## src/rtl/intdiv_sd2conv.sv

```systemverilog
// Back end of the SD2 array divider: on-the-fly conversion of signed-digit quotient and
// remainder to two's complement, remainder sign correction, and a valid/ready output stage.
module intdiv_sd2conv #(
    parameter int unsigned N = 4
) (
    input  logic           clk,
    input  logic           rst_n,
    input  logic           in_valid,
    output logic           in_ready,
    input  logic [2*N-1:0] q_sd,
    input  logic [2*N-1:0] r_sd,
    input  logic           x_sign,
    input  logic [N-1:0]   y,
    output logic           out_valid,
    input  logic           out_ready,
    output logic [N-1:0]   q,
    output logic [N-1:0]   r,
    output logic           ovf
);

    localparam int unsigned W  = N + 2;
    localparam int unsigned CW = (N > 1) ? $clog2(N) : 1;

    typedef enum logic [1:0] {IDLE, CONV, CORR, DONE} state_t;

    state_t          state;
    logic [CW-1:0]   cnt;
    logic [2*N-1:0]  qsh;
    logic [2*N-1:0]  rsh;
    logic            xs;
    logic [N-1:0]    yv;
    logic [W-1:0]    qa;
    logic [W-1:0]    qm;
    logic [W-1:0]    ra;
    logic [W-1:0]    rm;

    logic [W-1:0]    qa_nx;
    logic [W-1:0]    qm_nx;
    logic [W-1:0]    ra_nx;
    logic [W-1:0]    rm_nx;
    logic [W-1:0]    yx;
    logic [W-1:0]    q_fix;
    logic [W-1:0]    r_fix;
    logic            ovf_c;

    // One on-the-fly step: digit 11 = -1, 00 = 0, 01/10 = +1. Returns {A', AM'}.
    function automatic logic [2*W-1:0] otf(input logic [W-1:0] a,
                                           input logic [W-1:0] am,
                                           input logic [1:0]   d);
        logic         pos;
        logic         neg;
        logic [W-1:0] na;
        logic [W-1:0] nam;
        pos = d[1] ^ d[0];
        neg = d[1] & d[0];
        na  = neg ? W'({am, 1'b1}) : W'({a, pos});
        nam = pos ? W'({a, 1'b0})  : W'({am, ~neg});
        return {na, nam};
    endfunction

    always_comb begin
        {qa_nx, qm_nx} = otf(qa, qm, qsh[2*N-1 -: 2]);
        {ra_nx, rm_nx} = otf(ra, rm, rsh[2*N-1 -: 2]);
        yx    = {{2{yv[N-1]}}, yv};
        q_fix = qa;
        r_fix = ra;
        // A nonzero remainder must carry the dividend's sign
        if ((ra != '0) && (ra[W-1] != xs)) begin
            if (ra[W-1] == yv[N-1]) begin
                r_fix = ra - yx;
                q_fix = qa + W'(1);
            end else begin
                r_fix = ra + yx;
                q_fix = qm;
            end
        end
        ovf_c = (|q_fix[W-1:N-1]) & ~(&q_fix[W-1:N-1]);
    end

    always_ff @(posedge clk or negedge rst_n) begin
        if (!rst_n) begin
            state     <= IDLE;
            cnt       <= '0;
            qsh       <= '0;
            rsh       <= '0;
            xs        <= 1'b0;
            yv        <= '0;
            qa        <= '0;
            qm        <= '0;
            ra        <= '0;
            rm        <= '0;
            in_ready  <= 1'b1;
            out_valid <= 1'b0;
            q         <= '0;
            r         <= '0;
            ovf       <= 1'b0;
        end else begin
            case (state)
                IDLE: begin
                    if (in_valid) begin
                        qsh      <= q_sd;
                        rsh      <= r_sd;
                        xs       <= x_sign;
                        yv       <= y;
                        cnt      <= CW'(N - 1);
                        // Minus forms start at -1 so AM = A - 1 holds from the first digit
                        qa       <= '0;
                        qm       <= '1;
                        ra       <= '0;
                        rm       <= '1;
                        in_ready <= 1'b0;
                        state    <= CONV;
                    end
                end
                CONV: begin
                    qa  <= qa_nx;
                    qm  <= qm_nx;
                    ra  <= ra_nx;
                    rm  <= rm_nx;
                    qsh <= qsh << 2;
                    rsh <= rsh << 2;
                    if (cnt == '0) begin
                        state <= CORR;
                    end else begin
                        cnt <= cnt - CW'(1);
                    end
                end
                CORR: begin
                    qa        <= q_fix;
                    ra        <= r_fix;
                    q         <= q_fix[N-1:0];
                    r         <= r_fix[N-1:0];
                    ovf       <= ovf_c;
                    out_valid <= 1'b1;
                    state     <= DONE;
                end
                DONE: begin
                    if (out_ready) begin
                        out_valid <= 1'b0;
                        in_ready  <= 1'b1;
                        state     <= IDLE;
                    end
                end
                default: state <= IDLE;
            endcase
        end
    end

endmodule

```

## config.mk

```make
export PLATFORM = sky130hd
export DESIGN_NAME = intdiv_sd2conv
export DESIGN_NICKNAME = d
export VERILOG_FILES = /design/src/rtl/intdiv_sd2conv.sv
export SDC_FILE = /design/constraint.sdc
export NUM_CORES = 1
export LEC_CHECK = 0
export BUFFER_PORTS_ARGS = -buffer_cell sky130_fd_sc_hd__buf_2
export CAP_MARGIN = 10
export CORE_ASPECT_RATIO = 1.1
export CORE_MARGIN = 1
export CORE_UTILIZATION = 52
export CTS_CLUSTER_SIZE = 20
export DETAILED_ROUTE_END_ITERATION = 6
export PLACE_DENSITY = 0.72
export SETUP_SLACK_MARGIN = 0.4
export SLEW_MARGIN = 20
export SYNTH_ARGS = -nofsm -noshare
export SYNTH_HDL_FRONTEND = slang
export SYNTH_SLANG_ARGS = --single-unit
```

## constraint.sdc

```tcl
create_clock -name clk -period 6.61 [get_ports clk]
set_input_delay 0.661 -clock clk [delete_from_list [all_inputs] [get_ports clk]]
set_output_delay 0.661 -clock clk [all_outputs]
set_load 0.03 [all_outputs]
```

# After elaboration in Yosys (flattened, before gate mapping)
# Index checks and enable logic that the tools add are counted.
[word_totals]
register_bits = 59
inputBits = 25
out_inout_bits = 11
elab_cells = 86
[op_classes]
add_sub_neg = 4
eq_ne = 10
muxes = 30
bitwise_logic = 8
reduce_logical = 18
[ops]
columns = ["op", "n"]
rows = [
  ["$mux W6", 9],
  ["$pmux W6 S3", 2],
  ["$pmux W8 S2", 2],
  ["$mux W8", 2],
  ["$reduce_and A3 Y1", 5],
  ["$pmux W6 S2", 1],
  ["$mux W2", 5],
  ["$ne A2 B2 Y1 const B", 5],
  ["$pmux W5 S2", 1],
  ["$pmux W2 S4", 1],
  ["$reduce_and A2 Y1", 4],
  ["$add A6 B1 Y6 const B", 1],
  ["$add A6 B6 Y6", 1],
  ["$reduce_bool A2 Y1", 3],
  ["$reduce_bool A6 Y1", 1],
  ["$sub A6 B6 Y6", 1],
  ["$mux W5", 1],
  ["$eq A2 B2 Y1 const B", 2],
  ["$logic_not A2 Y1", 2],
  ["$pmux W1 S2", 2],
  ["$pmux W2 S2", 1],
  ["$and A1 B1 Y1", 3],
  ["$mux W1", 3],
  ["$not A1 Y1", 3],
  ["8 further kinds", 9],
]

# Depth between registers and ports, before layout
# Gate-level depths: netlist of run 1.
[depth]
word_depth = 6
ltp_mapped = 12

# Worst setup path after synthesis of run 1
# No wires, ideal clock.
[synth_timing]
kind = "reg2reg"
startpoint = "reg ra[5]"
endpoint = "reg ra[5]"
setup_ns = 0.069
arrival_ns = 2.757
required_time_ns = 6.541
setup_slack_ns = 3.784
stages_incl_launch_ff = 13
path_buffers = 2
period_less_slack_ns = 2.826
path_cell_list = "dfrtp_1 > buf_6 > xnor2_2 > buf_6 > mux2_2 > inv_1 > ha_1 > nor2b_1 > o21a_1 > o21a_1 > o21a_1 > or4b_1 > nand3_1"
[synth_between]
elab_chain_len = 4
word_cells_on_any_way = 11
classes_between = "add/sub (2); eq/ne (3); mux (3); reduce/logical (3)"
[synth_rtl]
columns = ["element", "line", "rtl"]
rows = [
  ["start, declared", "34", "logic [W-1:0] ra;"],
  ["start signal, assigned", "118", "ra <= ra_nx;"],
  ["start signal, assigned", "130", "ra <= r_fix;"],
  ["$add A6 B6 Y6, or another cell as far along", "73", "r_fix = ra + yx;"],
  ["$mux W6 / $logic_and A1 B1 Y1 (equally long branches)", "69, 68", ""],
  ["$mux W6 / $ne A2 B2 Y1 (equally long branches)", "--", ""],
  ["$pmux W6 S3 / $reduce_and A3 Y1 (equally long branches)", "--", ""],
]
# Parallel ways exist; a longest one is shown, timed or not. The select of a mux whose other input is x is not followed.
# A chain may end at the register's enable or synchronous reset.

# Worst setup path in the final report of run 1
# Ends and elaborated chain as after synthesis.

==> results.json, run 1 <==
{
  "status": "completed",
  "nets": 443,
  "slowest_stage": "xnor2_2",
  "clk_pin_slew_ps": 70,
  "p_per_area_nw_per_um2": 585.0,
  "drtAntennaViolNets": 0,
  "synth_nets": 413,
  "crit_path_max_fanout": 15,
  "max-cap-violations": 0,
  "drive_gt1_share_pct": 19.80,
  "synthArstFlopShare_pct": 100.0,
  "setup_slack_ps": 3347,
  "port_buffers": 35,
  "drv_slew": 0,
  "grt_max_degree": 60,
  "final_hold_viol_count": 0,
  "fin_crit_ps": 3263,
  "startpoint_type": "flip-flop",
  "vias": 2830,
  "root_buffer": "clkbuf_8",
  "antenna_found_initial": 0,
  "cp_cell_sequence": "xnor2_2 > mux2_2 > inv_1 > ha_1 > nor2b_1 > o21a_1 > o21a_1 > o21a_1 > or4b_1 > nand3_1",
  "arrival_ps": 3550,
  "track_usage_pct": 23.88,
  "cts_sinks": 59,
  "finalCritPeriodShare_pct": 49.37,
  "drt-total-wl_um": 7563,
  "criticalPathCategory": "flip-flop to flip-flop",
  "leakage_nw": 1.785,
  "syn_area_per_cell_sq_um": 9.542,
  "clock-skew-final_ps": 6.460,
  "die_w_um": 80.46,
  "ctsHoldBuffers": 0,
  "cts_setup_buffers": 0,
  "drt-pass1-iter-count": 4,
  "grt_pass1_vias": 2762,
  "peakVddDrop_mv": 0.3084,
  "r2r_cells": 10,
  "dieHeight_um": 88.30,
  "multi_input_area_sq_um": 1864,
  "worst_setup_path_end_kind": "flip-flop",
  "num_io_pins": 36,
  "clkLatencyLatePin_ps": 350,
  "finalPower_mw": 2.293,
  "drt-initial-drc-count": 258,
  "vias_per_cell": 5.823,
  "numCtsBuffers": 9,
  "hpwl_um": 5182,
  "core_sq_um": 6555,
  "ys_ff_latch": 59,
  "fillers": 557,
  "worstPathRequired_ps": 6890,
  "start_util_pct": 53.71,
  "synthToLayoutAreaGrowth_pct": 11.34,
  "preCtsSetupSlack_ps": 3355,
  "dp.cells": 470,
  "wl_per_cell_um": 15.56,
  "worst-slew-pin-transition_ps": 792.6,
  "rsz0062_at_grt": "false",
  "cp_common_cell": "o21a_1",
  "seq_area_frac_synth_pct": 41.97,
  "cts_tree": "done",
  "clk_path_buf_depth": 2,
  "synthFlopType": "dfrtp_1",
  "fin_tns_setup_ps": 0,
  "slowest_delay_ps": 710,
  "antennaDiodeCount": 0,
  "ff2ff_setup_slack_ps": 3350,
  "whs_ps": 458.4,
  "drc": 0,
  "syn-cell-area_sq_um": 3521,
  "synth-edff-count": 0,
  "yosys_warnings": 0,
  "grt_pass1_wl_um": 12850,
  "fp-row-count": 31,
  "overflow": 0,
  "die_area_sq_um": 7104,
  "seqCellArea_sq_um": 1478,
  "hold_path.class": "input pin to asynchronous set/reset pin",
  "layoutNonFillerInstCount": 486,
  "max_freq_mhz": 306.4,
  "post_cts_resize_count": 0,
  "max_slew_margin_pct": 46.90,
  "cts_max_level": 3,
  "gp_congestion": 0.8655,
  "setup_viol": 0,
  "yosysUniqueCellTypes": 52,
  "netlist_instances": 369
}
flip-flops by register name, indices dropped and copies added (netlist names):
register / cells
ra: 6
in_ready: 1
cnt: 2
qsh: 8
out_valid: 1
xs: 1
q: 4
r: 4
ovf: 1
yv: 4
rsh: 8
qm: 6
rm: 5
state: 2
qa: 6
path summary, 6_finish.rpt:
kind	startpoint	end
setup / recovery	ra[5]$_DFFE_PN0P_	ra[5]$_DFFE_PN0P_
hold / removal	rst_n	yv[1]$_DFFE_PN0P_
setup reg to reg	ra[5]$_DFFE_PN0P_	ra[5]$_DFFE_PN0P_
hold reg to reg	q[1]$_DFFE_PN0P_	q[1]$_DFFE_PN0P_
max in group asynchronous	rst_n	qa[5]$_DFFE_PN0P_
min in group clk	q[1]$_DFFE_PN0P_	q[1]$_DFFE_PN0P_
power by group:
| group | switching (mW) | internal (mW) | total (mW) |
|---|---|---|---|
| logic | 0.774 | 0.549 | 1.32 |
| clock network | 0.151 | 0.155 | 0.306 |
| registers | 0.152 | 0.512 | 0.664 |
| total | 1.08 | 1.22 | 2.29 |
metrics by stage:
step | cell area, sq um | utilization [%]
after floorplan | 3521 | -
after global placement | 3737 | 57.01
after detailed placement | 3737 | 57.01
after CTS | 3918 | 59.76
after global routing | 3920 | 59.80
final | 3920 | 59.80
synth_stat cells, types with 3 or more instances:
master	count	area [sq um]
o22ai_1	5	31.28
mux2_2	14	157.7
nand2_1	39	146.4
mux2i_1	27	270.3
ha_1	18	225.2
inv_1	24	90.09
a22oi_1	5	37.54
o21a_1	3	22.52
nor2b_1	8	50.05
a31oi_1	14	87.58
a21o_1	5	37.54
clkbuf_1	13	48.80
dfrtp_1	58	1451
a21oi_1	12	60.06
nand2b_1	4	25.02
nor2_1	30	112.6
nor3_1	3	15.01
nand3_1	6	30.03
o21ai_0	37	185.2
buf_1	4	15.01
worst max-delay path: cells and delay by family (launching register included):
family	cells	cell delay, ps
mux	1	440
fa+ha+maj	1	220
simple gates	3	680
buf+inv	1	70
compound gates	3	540
xor+xnor	1	710
flops	1	540
layer usage:
metal,global-route usage (%),up-vias,share of wire (%)
li1,-,1371,-
met1,30.15,1361,46
met2,38.52,87,48
met3,7.010,11,5.0
met4,9.578,0,1.3
met5,0,-,0
cells in the final DEF, fill, tap and decap left out, drive strengths merged, types with 2 or more instances in the layout:
master,instances
o22a,2
mux2,14
nand3,6
nand2,39
a22oi,5
a21o,7
o211ai,2
mux2i,27
a21boi,2
clkinvlp,2
nand4,2
xnor2,4
a21oi,13
nor2b,8
nor3,3
a31oi,14
a2bb2oi,2
nor2,30
o21ai,40
clkbuf,12
buf,39
dfrtp,58
o22ai,5
clkinv,2
o21a,3
a221oi,3
inv,24
ha,18
nand2b,4
cell type report:
class,count,share of cell area (%)
multi-input combinational,266,47.56
clock inverter,4,0.6384
timing repair buffer,39,5.235
inverter,24,2.298
clock buffer,12,3.958
sequential,59,37.70
tap,82,2.617
kinds of logic after synthesis:
| logic type | Yosys count | share of synthesized area (%) |
|---|---|---|
| AO/OA/AOI/OAI | 103 | 18.87 |
| XOR/XNOR | 5 | 1.990 |
| adder cells (fa/ha/maj) | 19 | 6.965 |
| buffers and inverters | 44 | 5.153 |
| flip-flops | 59 | 41.97 |
| multiplexers | 41 | 12.15 |
| AND/OR/NAND/NOR | 98 | 12.90 |
No activity file was read; power rests on OpenSTA's default activity.
==> run 2: changes to the inputs <==
- clock period: 6.61 -> 3.4 ns (I/O delays scaled with it)
==> run 2 against run 1 <==
Final cell count increased by 0.41%. Largest cell class unchanged. First-iteration DRC count decreased by 26%. Combinational power increased by 98%. Non-clock buffer count increased by 2. Fmax increased by 19%. Critical path type unchanged. Worst hold slack got worse by 330 ps. Global-route usage increased by 0.44 points. Highest routed layer unchanged.
==> results.json, run 2 (synthesis gave the netlist of run 1 again) <==
{
  "ff2ff_setup_slack_ps": 650,
  "max_slew_margin_pct": 39.05,
  "vias": 2792,
  "fin_tns_setup_ps": 0,
  "regToRegStartpoint": "ra[5]$_DFFE_PN0P_",
  "r2r_cells": 10,
  "track_usage_pct": 24.32,
  "drt-initial-drc-count": 191,
  "numCtsBuffers": 9,
  "cts_sinks": 59,
  "final_common_cell": "dfrtp_1",
  "clock-skew-final_ps": 5.591,
  "clk_path_buf_depth": 2,
  "dieHeight_um": 88.30,
  "grt_pass1_wl_um": 13050,
  "slowest_stage": "dfrtp_1",
  "cts_tree": "done",
  "critical_path_buf_inv_count": 1,
  "cts_setup_buffers": 0,
  "gp_congestion": 0.8401,
  "setup_viol": 0,
  "vias_per_cell": 5.721,
  "crit_path_max_fanout": 7,
  "antennaDiodeCount": 0,
  "cp_top_family": "simple AND/OR/NAND/NOR gates",
  "setup_slack_ps": 647.0,
  "rsz0062_at_grt": "false",
  "cts_max_level": 3,
  "drtAntennaViolNets": 0,
  "startpoint_type": "flip-flop",
  "max_freq_mhz": 363.2,
  "synthToLayoutAreaGrowth_pct": 12.26,
  "max-cap-violations": 0,
  "fp-row-count": 31,
  "core_sq_um": 6555,
  "top_regs": "qsh (8), rsh (8)",
  "drv_slew": 0,
  "start_util_pct": 53.71,
  "most-common-layout-cells": "58 x dfrtp_1, 39 x nand2_1, 37 x o21ai_0",
  "timing.rr.end": "ra[5]$_DFFE_PN0P_",
  "drive_gt1_share_pct": 19.70,
  "layoutNonFillerInstCount": 488,
  "die_w_um": 80.46,
  "root_buffer": "clkbuf_8",
  "cp_common_cell": "o21a_1",
  "hpwl_um": 5468,
  "fin_crit_ps": 2753,
  "worst-slew-pin-transition_ps": 914.3,
  "post_cts_resize_count": 0,
  "drc": 0,
  "preCtsSetupSlack_ps": 669.4,
  "cp_cell_sequence": "xnor2_2 > mux2_2 > inv_1 > ha_1 > nor2b_1 > o21a_1 > o21a_1 > o21a_1 > or4b_1 > nand3_1",
  "ctsHoldBuffers": 0,
  "overflow": 0,
  "fillers": 587,
  "clk_pin_slew_ps": 70,
  "status": "completed",
  "leakage_nw": 1.807,
  "dp.cells": 472,
  "worstPathRequired_ps": 3680,
  "nets": 445,
  "grt_pass1_vias": 2771,
  "hold_path.class": "input pin to asynchronous set/reset pin",
  "peakVddDrop_mv": 0.5137,
  "p_per_area_nw_per_um2": 1152,
  "clkLatencyLatePin_ps": 340,
  "port_buffers": 35,
  "drt-total-wl_um": 7810,
  "finalCritPeriodShare_pct": 80.97,
  "final_hold_viol_count": 0,
  "drt-pass1-iter-count": 4,
  "finalPower_mw": 4.553,
  "antenna_found_initial": 0,
  "grt_max_degree": 45,
  "wl_per_cell_um": 16.00,
  "num_io_pins": 36,
  "arrival_ps": 3030,
  "cp.depth": 10,
  "die_area_sq_um": 7104,
  "criticalPathCategory": "flip-flop to flip-flop",
  "worst_setup_path_end_kind": "flip-flop",
  "slowest_delay_ps": 610
}
## run 2: changes by cell type in the layout (fill, tap and decap cells not counted), sizes merged
| cell | change |
|---|---|
| buf | +2 |
| clkbuf | +2 |
| clkinvlp | -2 |
| bufinv | +1 |
| clkinv | -1 |
## run 2: final cells by class
class,instances,area (sq um),share of cell area [%]
sequential,59,1478,37.39
timing repair buffer,41,220.2,5.571
clock inverter,2,35.03,0.8864
tap,82,102.6,2.596
multi-input combinational,266,1864,47.17
clock buffer,14,162.7,4.115
inverter,24,90.09,2.279
## run 2: worst reg2reg max path: stages, from the launching register on
cell and delay, ps:
dfrtp_1 610, xnor2_2 180, mux2_2 380, inv_1 60, ha_1 210, nor2b_1 140, o21a_1 180, o21a_1 180
o21a_1 170, or4b_1 470, nand3_1 100
## run 2: report_power, final
part           internal (mW)  switching [mW]  total (mW)  leakage, nW
Clock                  0.379           0.279       0.658        0.101
Sequential             0.996           0.286        1.28        0.712
Combinational           1.09            1.52        2.61        0.994
Total                   2.46            2.09        4.55         1.81
## run 2: worst max-delay path by stage
stage                      start           endpoint
3_3_place_gp   ra[5]$_DFFE_PN0P_  ra[5]$_DFFE_PN0P_
5_1_grt        ra[5]$_DFFE_PN0P_  ra[5]$_DFFE_PN0P_
6_report       ra[5]$_DFFE_PN0P_  ra[5]$_DFFE_PN0P_
2_1_floorplan  ra[5]$_DFFE_PN0P_  ra[5]$_DFFE_PN0P_
4_1_cts        ra[5]$_DFFE_PN0P_  ra[5]$_DFFE_PN0P_
3_5_place_dp   ra[5]$_DFFE_PN0P_  ra[5]$_DFFE_PN0P_
## run 2: through the flow
| stage | hold slack [ps] | utilization [%] | area [sq um] |
|---|---|---|---|
| 5_1_grt | 210.9 | 60.30 | 3953 |
| 3_5_place_dp | 475.2 | 57.24 | 3752 |
| 6_report | 132.1 | 60.30 | 3953 |
| 3_3_place_gp | 460.1 | 57.24 | 3752 |
| 4_1_cts | 155.1 | 60.26 | 3950 |
| 2_1_floorplan | 44.41 | - | 3521 |
## run 2: metal layers
layer	GRT usage, %	share of wire [%]	up-vias
li1	-	-	1370
met2	39.83	50	58
met1	30.52	45	1350
met3	3.814	3.8	14
met4	14.12	1.9	0
met5	0	0	-
